## config.mk

```make
export PLATFORM = sky130hd
export DESIGN_NAME = fifo_burst_reader
export DESIGN_NICKNAME = d
export VERILOG_FILES = /design/src/rtl/fifo_burst_pkg.sv /design/src/rtl/fifo_burst_reader_skid.sv /design/src/rtl/fifo_burst_reader.sv
export SDC_FILE = /design/constraint.sdc
export NUM_CORES = 1
export LEC_CHECK = 0
export CORE_MARGIN = 2
export CORE_UTILIZATION = 51
export DETAILED_ROUTE_END_ITERATION = 10
export PLACE_DENSITY = 0.77
export SLEW_MARGIN = 30
export SYNTH_ARGS = -nofsm -noshare
export SYNTH_HDL_FRONTEND = slang
export SYNTH_HIERARCHICAL = 1
export SYNTH_SLANG_ARGS = --single-unit
```

## constraint.sdc

```tcl
create_clock -name clk_i -period 2.8 [get_ports clk_i]
set_input_delay 0.56 -clock clk_i [delete_from_list [all_inputs] [get_ports clk_i]]
set_output_delay 0.56 -clock clk_i [all_outputs]
set_load 0.01 [all_outputs]
```

## src/rtl/fifo_burst_pkg.sv

```systemverilog
// Shared types and width helpers for the FIFO burst reader.
// The counter widths are derived from the burst length and the idle timeout.
package fifo_burst_pkg;

  typedef enum logic [0:0] {
    ST_IDLE  = 1'b0,
    ST_BURST = 1'b1
  } state_t;

  // words_left must hold the full burst length itself
  function automatic int words_left_width(input int burst_len);
    return $clog2(burst_len + 1);
  endfunction

  // A disabled timeout still gets a 1-bit counter so the vector is legal
  function automatic int timeout_width(input int timeout);
    return (timeout > 0) ? $clog2(timeout + 1) : 1;
  endfunction

endpackage

```

## src/rtl/fifo_burst_reader_skid.sv

```systemverilog
// Two-entry output stage: an output register backed by one skid register.
// The upstream side must not present a word while skid_valid_o is high.
module stream_skid_buf #(
  parameter int W = 34
) (
  input  logic         clk_i,
  input  logic         arst_n_i,
  input  logic [W-1:0] in_data_i,
  input  logic         in_valid_i,
  output logic         in_ready_o,
  output logic [W-1:0] out_data_o,
  output logic         out_valid_o,
  input  logic         out_ready_i,
  output logic         skid_valid_o
);

  logic [W-1:0] out_data_r;
  logic         out_valid_r;
  logic [W-1:0] skid_data_r;
  logic         skid_valid_r;

  // Output/skid register update on push, pop, and skid drain
  always_ff @(posedge clk_i or negedge arst_n_i) begin
    if (!arst_n_i) begin
      out_data_r   <= '0;
      out_valid_r  <= 1'b0;
      skid_data_r  <= '0;
      skid_valid_r <= 1'b0;
    end else begin
      if (out_valid_r && out_ready_i) begin
        if (skid_valid_r) begin
          out_data_r  <= skid_data_r;
          out_valid_r <= 1'b1;
          if (in_valid_i) begin
            skid_data_r  <= in_data_i;
            skid_valid_r <= 1'b1;
          end else begin
            skid_valid_r <= 1'b0;
          end
        end else if (in_valid_i) begin
          out_data_r  <= in_data_i;
          out_valid_r <= 1'b1;
        end else begin
          out_valid_r <= 1'b0;
        end
      end else if (!out_valid_r) begin
        if (in_valid_i) begin
          out_data_r  <= in_data_i;
          out_valid_r <= 1'b1;
        end
      end else if (in_valid_i) begin
        // Output is stalled: park the new word behind it
        skid_data_r  <= in_data_i;
        skid_valid_r <= 1'b1;
      end
    end
  end

  assign in_ready_o   = !skid_valid_r;
  assign out_data_o   = out_data_r;
  assign out_valid_o  = out_valid_r;
  assign skid_valid_o = skid_valid_r;

endmodule

```

## src/rtl/fifo_burst_reader.sv

```systemverilog
// Reads fixed-length bursts from a showahead FIFO and streams them out with SOP/EOP.
// Residual words are flushed as a short burst once the FIFO has sat idle for TIMEOUT cycles.
module fifo_burst_reader
  import fifo_burst_pkg::*;
#(
  parameter int DWIDTH    = 32,
  parameter int AWIDTH    = 10,
  parameter int BURST_LEN = 16,
  parameter int TIMEOUT   = 256
) (
  input  logic              clk_i,
  input  logic              arst_n_i,
  input  logic              enable_i,
  input  logic [DWIDTH-1:0] fifo_q_i,
  input  logic              fifo_empty_i,
  input  logic [AWIDTH:0]   fifo_usedw_i,
  output logic              fifo_rdreq_o,
  output logic [DWIDTH-1:0] m_data_o,
  output logic              m_valid_o,
  input  logic              m_ready_i,
  output logic              m_sop_o,
  output logic              m_eop_o,
  output logic              busy_o
);

  localparam int WLW = words_left_width(BURST_LEN);
  localparam int TOW = timeout_width(TIMEOUT);
  localparam int PW  = DWIDTH + 2;
  localparam bit TMO_EN = (TIMEOUT > 0);
  localparam logic [AWIDTH:0] BURST_LEN_U = (AWIDTH + 1)'(BURST_LEN);
  localparam logic [TOW-1:0]  TMO_LAST    = TMO_EN ? TOW'(TIMEOUT - 1) : '0;

  state_t         state_r;
  state_t         state_nxt_s;
  logic [WLW-1:0] words_left_r;
  logic [WLW-1:0] words_left_nxt_s;
  logic [TOW-1:0] tmo_cnt_r;
  logic [TOW-1:0] tmo_cnt_nxt_s;
  logic           sop_pend_r;
  logic           sop_pend_nxt_s;
  logic           full_go_s;
  logic           tmo_go_s;
  logic           rdreq_s;
  logic           skid_ready_s;
  logic           skid_valid_s;
  logic           out_valid_s;
  logic [PW-1:0]  payload_in_s;
  logic [PW-1:0]  payload_out_s;

  assign full_go_s = enable_i && (fifo_usedw_i >= BURST_LEN_U);
  // A zero occupancy would load an unfinishable burst, so it never counts as a flush
  assign tmo_go_s  = TMO_EN && enable_i && !fifo_empty_i &&
                     (fifo_usedw_i != '0) && (tmo_cnt_r == TMO_LAST);

  assign rdreq_s = (state_r == ST_BURST) && (words_left_r != '0) &&
                   !fifo_empty_i && skid_ready_s;

  // Next-state, burst length and timeout counter decisions
  always_comb begin
    state_nxt_s      = state_r;
    words_left_nxt_s = words_left_r;
    tmo_cnt_nxt_s    = tmo_cnt_r;
    sop_pend_nxt_s   = sop_pend_r;
    case (state_r)
      ST_IDLE: begin
        if (full_go_s) begin
          state_nxt_s      = ST_BURST;
          words_left_nxt_s = WLW'(BURST_LEN);
          tmo_cnt_nxt_s    = '0;
          sop_pend_nxt_s   = 1'b1;
        end else if (tmo_go_s) begin
          state_nxt_s      = ST_BURST;
          words_left_nxt_s = WLW'(fifo_usedw_i);
          tmo_cnt_nxt_s    = '0;
          sop_pend_nxt_s   = 1'b1;
        end else if (!enable_i || fifo_empty_i) begin
          tmo_cnt_nxt_s = '0;
        end else if (tmo_cnt_r != TMO_LAST) begin
          tmo_cnt_nxt_s = tmo_cnt_r + TOW'(1);
        end else begin
          tmo_cnt_nxt_s = tmo_cnt_r;
        end
      end
      ST_BURST: begin
        tmo_cnt_nxt_s = '0;
        if (rdreq_s) begin
          words_left_nxt_s = words_left_r - WLW'(1);
          sop_pend_nxt_s   = 1'b0;
          if (words_left_r == WLW'(1)) begin
            state_nxt_s = ST_IDLE;
          end else begin
            state_nxt_s = ST_BURST;
          end
        end else begin
          state_nxt_s = ST_BURST;
        end
      end
      default: begin
        state_nxt_s      = ST_IDLE;
        words_left_nxt_s = '0;
        tmo_cnt_nxt_s    = '0;
        sop_pend_nxt_s   = 1'b0;
      end
    endcase
  end

  // FSM and counter registers
  always_ff @(posedge clk_i or negedge arst_n_i) begin
    if (!arst_n_i) begin
      state_r      <= ST_IDLE;
      words_left_r <= '0;
      tmo_cnt_r    <= '0;
      sop_pend_r   <= 1'b0;
    end else begin
      state_r      <= state_nxt_s;
      words_left_r <= words_left_nxt_s;
      tmo_cnt_r    <= tmo_cnt_nxt_s;
      sop_pend_r   <= sop_pend_nxt_s;
    end
  end

  assign payload_in_s = {sop_pend_r, (words_left_r == WLW'(1)), fifo_q_i};

  stream_skid_buf #(
    .W (PW)
  ) u_skid (
    .clk_i        (clk_i),
    .arst_n_i     (arst_n_i),
    .in_data_i    (payload_in_s),
    .in_valid_i   (rdreq_s),
    .in_ready_o   (skid_ready_s),
    .out_data_o   (payload_out_s),
    .out_valid_o  (out_valid_s),
    .out_ready_i  (m_ready_i),
    .skid_valid_o (skid_valid_s)
  );

  assign fifo_rdreq_o = rdreq_s;
  assign m_valid_o    = out_valid_s;
  assign m_sop_o      = payload_out_s[DWIDTH+1];
  assign m_eop_o      = payload_out_s[DWIDTH];
  assign m_data_o     = payload_out_s[DWIDTH-1:0];
  assign busy_o       = (state_r == ST_BURST) || out_valid_s || skid_valid_s;

endmodule

```

=== Word level (Yosys, flattened, before mapping) ===
Cells that the tools add are included.

* Register bits after elaboration: 86
* Input port bits: 48
* Output and inout port bits: 37
* Word-level logic and storage cells: 75

* $add $sub $neg: 2
* Order comparisons: 1
* Equality and inequality tests: 8
* Muxes and demuxes: 34
* Bitwise gates (word level): 1
* Reduce and logical (&&, ||, !) cells: 21

{| class="wikitable"
|+ Operators by type and width
! operator !! count
|-
| 34-bit two-way mux || 8
|-
| 9-bit two-way mux || 4
|-
| 9-bit one-hot mux with 2 select lines || 1
|-
| 1-bit two-way mux || 15
|-
| 5-bit two-way mux || 3
|-
| 11-bit by 5-bit greater-or-equal comparator with 1-bit output (second input constant) || 1
|-
| 11-bit nonzero test || 1
|-
| 5-bit one-hot mux with 2 select lines || 1
|-
| 9-bit by 1-bit adder with 9-bit output (second input constant) || 1
|-
| 9-bit by 8-bit equality test with 1-bit output (second input constant) || 1
|-
| 9-bit by 8-bit != test with 1-bit output (second input constant) || 1
|-
| 1-bit logical AND || 8
|-
| 2-bit AND reduction || 3
|-
| 5-bit by 1-bit equality test with 1-bit output (second input constant) || 1
|-
| 5-bit != test (second input constant) || 1
|-
| 5-bit nonzero test || 1
|-
| 5-bit by 1-bit subtractor with 5-bit output (second input constant) || 1
|-
| 2-bit != test (second input constant) || 2
|-
| 1-bit one-hot mux with 2 select lines || 2
|-
| 2-bit nonzero test || 2
|-
| 1-bit logical NOT || 3
|-
| 1-bit logical OR || 3
|-
| 3-bit != test (second input constant) || 1
|-
| 2-bit by 1-bit != test with 1-bit output (second input constant) || 1
|-
| 1-bit inverter || 1
|}

=== Logic depth before layout (Yosys ltp) ===
* Depth in word-level cells: 7
* Gate-level depth with buffers: 9
* Mapped depth without buffers: 8

=== Hierarchy ===
The synthesis kept the hierarchy.

{| class="wikitable"
|+ By module, submodules not included
! module !! times used !! cells an instance !! area each (um^2) !! sequential area each (um^2)
|-
| stream_skid_buf || 1 || 202 || 2975.4 || 1751.7
|-
| fifo_burst_reader || 1 || 123 || 1062.3 || 400.4
|}

=== Worst setup path before layout ===
No wires, ideal clock.

* Kind: reg-to-reg
* Start: register tmo_cnt_r[0]
* End: register words_left_r[0]
* Arrival: 2.151 ns
* Required time: 2.675 ns
* Setup slack: 0.523 ns
* Stages on the path, launching flop included: 10
* Path buffers: 1
* Cells stage by stage: dfrtp_1 -> ha_1 -> nand3_1 -> nor3_1 -> ha_1 -> nand3b_1 -> a311o_1 -> and3_1 -> buf_6 -> mux2_4

* Longest elaborated chain between the ends: 4

{| class="wikitable"
|+ RTL lines
! what !! RTL line !! RTL
|-
| start, declared || fifo_burst_reader.sv:37 || <nowiki>logic [TOW-1:0] tmo_cnt_r;</nowiki>
|-
| start signal, assigned || fifo_burst_reader.sv:117 || <nowiki>tmo_cnt_r <= tmo_cnt_nxt_s;</nowiki>
|-
| 9-bit by 8-bit equality test with 1-bit output || fifo_burst_reader.sv:53 || <nowiki>(fifo_usedw_i != '0) && (tmo_cnt_r == TMO_LAST);</nowiki>
|-
| 1-bit logical AND || fifo_burst_reader.sv:53 ||
|-
| 3-bit != test (no source line) || n/a ||
|-
| 2-bit AND reduction (no source line) || n/a ||
|-
| end signal, assigned || fifo_burst_reader.sv:116 || <nowiki>words_left_r <= words_left_nxt_s;</nowiki>
|-
| end, declared || fifo_burst_reader.sv:35 || <nowiki>logic [WLW-1:0] words_left_r;</nowiki>
|}

Every way passes these cells.
A chain may end at the register's enable or synchronous reset.

=== Final worst setup path ===
* Start: register words_left_r[0]
* End: output fifo_rdreq_o

* Longest elaborated chain between the ends: 4

{| class="wikitable"
|+ RTL lines
! what !! RTL line !! RTL
|-
| 5-bit nonzero test || fifo_burst_reader.sv:55 || <nowiki>assign rdreq_s = (state_r == ST_BURST) && (words_left_r != '0) &&</nowiki>
|-
| 1-bit logical AND (2 in series) || fifo_burst_reader.sv:55 ||
|-
| 1-bit logical AND || fifo_burst_reader.sv:56 || <nowiki>!fifo_empty_i && skid_ready_s;</nowiki>
|-
| end, declared || fifo_burst_reader.sv:17 || <nowiki>output logic fifo_rdreq_o,</nowiki>
|}

Every way passes these cells.

==> key figures <==
Route
  • WL/cell: 16.0 um
  • Vias per cell: 5.53
  • First-pass DRT Iterations: 4
  • DR vias: 2866
  • Initial DRC count: 163
  • Total routed wirelength: 8260 um
  • Antenna viol nets, final: 0
  • DRC: 0

Global route
  • Grt met3 use: 0.0387
  • Most crowded layer after global routing: met2
  • Initial antenna violation count: 0
  • First-pass GRT wire length: between 10000 and 15000 um
  • Total global-route track usage: 0.203
  • Met1 usage: 0.273
  • Largest net degree at the start of global routing: 47
  • Vias in the first global route: ~2900
  • GRT met2 Usage: 0.331
  • GRT Residual Overflow: 0

Clocking
  • Clock-pin slew on the worst setup and hold paths: 0.10 ns
  • # resized after CTS: 0
  • Sink Count: 86
  • CTS buffer count: 9
  • CTS H-tree lvls: 3
  • Hold_buf cts: 0
  • CTS root buf: clkbuf_8
  • Post-CTS Setup Bufs: 0
  • Clock Tree Buf Depth: 2
  • Clock latency on the worst-skew pair: 0.35 ns
  • TritonCTS clock tree: built

Floorplan
  • Die W: 93.0 um
  • I/O pin count: 85
  • Initial Utilization: 0.525
  • Rows: 32
  • Core box area: 7690 sq um
  • Die area: 8640 sq um
  • Die height: 93.0 um

Power
  • Clock network power share: 0.171
  • Seq pwr share: 0.428
  • Psw: ~1.5 mW
  • Sw Ratio: 0.313
  • P_int: 3.29 mW
  • Static Leak: 2.06 nW
  • PD cells: 931 nW/um^2
  • Power share of the combinational group: 0.400
  • Peak VDD IR: 511 uV

Timing
  • Slew headroom: 0.445
  • RSZ-0062 raised after global routing: no
  • Fin crit period: 2.60 ns
  • Final setup vio count: 0
  • Tightest Pin Transition: 0.831 ns
  • Skew final: 0.0142 ns
  • Hold Vio Cnt, Final: 0
  • Tcrit/Tclk final: 0.928
  • Setup TNS: 0 ns
  • Max Fclk: 385 MHz
  • Final Max Tran Viols: 0

Cells and area
  • Register area: 2150 sq um
  • Multi-input logic area: 1700 sq um
  • Diodes inserted: 0
  • Share of post-route cells with drive strength above 1: 0.315
  • Layout area overhead: 27.5%
  • Finished Layout Cells: 518
  • Final nets: 464
  • Final core occ: 0.670
  • Number of fill cells: 620

Worst setup path
  • Critical Path RT: 2.24 ns
  • Cell depth of the worst flop-to-flop path: 8
  • CP startpoint: words_left_r[0]
  • CP endpoint kind: output pin
  • Most used cell, CP: inv_1
  • WS Path Type: flip-flop to output pin
  • Crit-path max FO: 5
  • Crit-path cells: inv_1 > ha_1 > a211o_1 > inv_1 > clkdlybuf4s50_1
  • CP Launch Type: flip-flop
  • CP max stage cell: clkdlybuf4s50_1
  • CP arrival: 2.04 ns
  • Max incr delay on CP: 0.56 ns
  • Worst r2r src: tmo_cnt_r[0]

Logic synthesis
  • Synth Net Count: 378
  • Synth top area cells: dfrtp_1, mux2_2, o221a_2, or2_2, buf_6
  • Distinct cell type count after synthesis: 46
  • Synthesized cell area: just over 4000 sq um
  • Ys Warns: 6
  • Cells after synthesis: 325
  • Syn Area/Cell: 12.4 sq um
  • Number of synthesized flops with an enable pin: 0
  • Ys async rst share: 1.00
  • Most used DFF post-synth: dfrtp_1
  • Sequential fraction of the synthesis area: 0.533
  • Yosys top cell area share: 0.533
  • Synth cell count leaders: dfrtp_1, or2_2, mux2_2
  • Synth Register Bits: 86
  • Synth area leader: dfrtp_1
  • Most numerous cell in the Yosys netlist: dfrtp_1

Placed design
  • DP Wirelength: 5750 um
  • Cell Count Post-Placement: 502
  • Port Buffers: 84
  • Placer Congestion: 0.932

Run status
  • Status: finished clean

Flow run
  • Max Cap Viol: 0

Worst hold path
  • Hold Path Class: primary input to asynchronous set/reset pin
## routing by layer
layer / up-vias / part of all wire
met1: 1418 / 0.44
met3: 12 / 0.046
met4: 0 / 0.016
li1: 1370 / -
met5: - / 0
met2: 66 / 0.49
## layout by cell type, fill, tap and decap left out, types with 3 or more instances in the layout
cell type	instances
dfrtp_1	86
clkdlybuf4s50_1	83
or2_2	34
mux2_2	32
o221a_2	30
nand2_1	19
nand3_1	10
nor2_1	10
clkbuf_8	9
inv_1	8
nor3_1	8
a21oi_1	8
buf_4	8
o22ai_1	5
ha_1	5
xnor2_1	4
a211o_1	3
a31oi_1	3
o21ai_0	3
o21a_1	3
inv_6	3
buf_12	3
o221a_1	3
## final cells by class
cell class | instances | area share
well taps | 102 | 0.0248
multi-input cells | 212 | 0.330
clock inverters | 7 | 0.0129
flip-flops and latches | 86 | 0.418
inverters | 8 | 0.00583
repair buffers | 94 | 0.185
clock buffers | 9 | 0.0241
## state kept, by name, indices dropped and copies added (netlist names)
signal / cells
sop_pend_r: 1
state_r: 1
tmo_cnt_r: 9
u_skid/out_data_o: 34
u_skid/out_valid_o: 1
u_skid/skid_data_r: 34
u_skid/skid_valid_o: 1
words_left_r: 5
## path summary, 6_finish.rpt
check	end	slack, ns
max	fifo_rdreq_o	0.20
min	u_skid/out_data_o[20]	0.17
max reg2reg	words_left_r[0]	0.37
min reg2reg	u_skid/skid_data_r[7]	0.49
max in group asynchronous	tmo_cnt_r[4]	1.99
min in group clk_i	u_skid/skid_data_r[7]	0.49
## critical path: cells and delay by family (launching register included)
kind | cells | cell delay [ns]
buffers and inverters | 3 | 0.78
flip-flops | 1 | 0.43
adder cells (fa/ha/maj) | 1 | 0.22
AO/OA/AOI/OAI | 1 | 0.27
## logic make-up after synthesis
family,Yosys count,share of synthesized area
XOR/XNOR,4,0.00868
adder cells (fa/ha/maj),5,0.0155
flip-flops,86,0.533
AND/OR/NAND/NOR,98,0.139
multiplexers,38,0.107
buffers and inverters,27,0.0468
AO/OA/AOI/OAI,67,0.150
## through the flow
stage          hold WS, ns  cell area, sq um  total power, mW  setup WS (ns)
3_3_place_gp         0.466              4960             3.95          0.291
4_1_cts              0.182              5150             4.85          0.182
6_report             0.168              5150             4.79          0.201
5_1_grt              0.201              5150             5.10          0.110
2_1_floorplan        0.264              4040             3.21          0.523
3_5_place_dp         0.477              4960             4.02          0.250
## power groups by stage
stage               Sequential, mW  Clock, mW  Combinational [mW]
floorplan                     2.12          0                1.09
global placement              2.06          0                1.89
detailed placement            2.08          0                1.94
CTS                           2.06      0.851                1.95
global route                  2.12      0.905                2.07
finish                        2.05      0.820                1.92
Power figures use the tool's default switching activity.
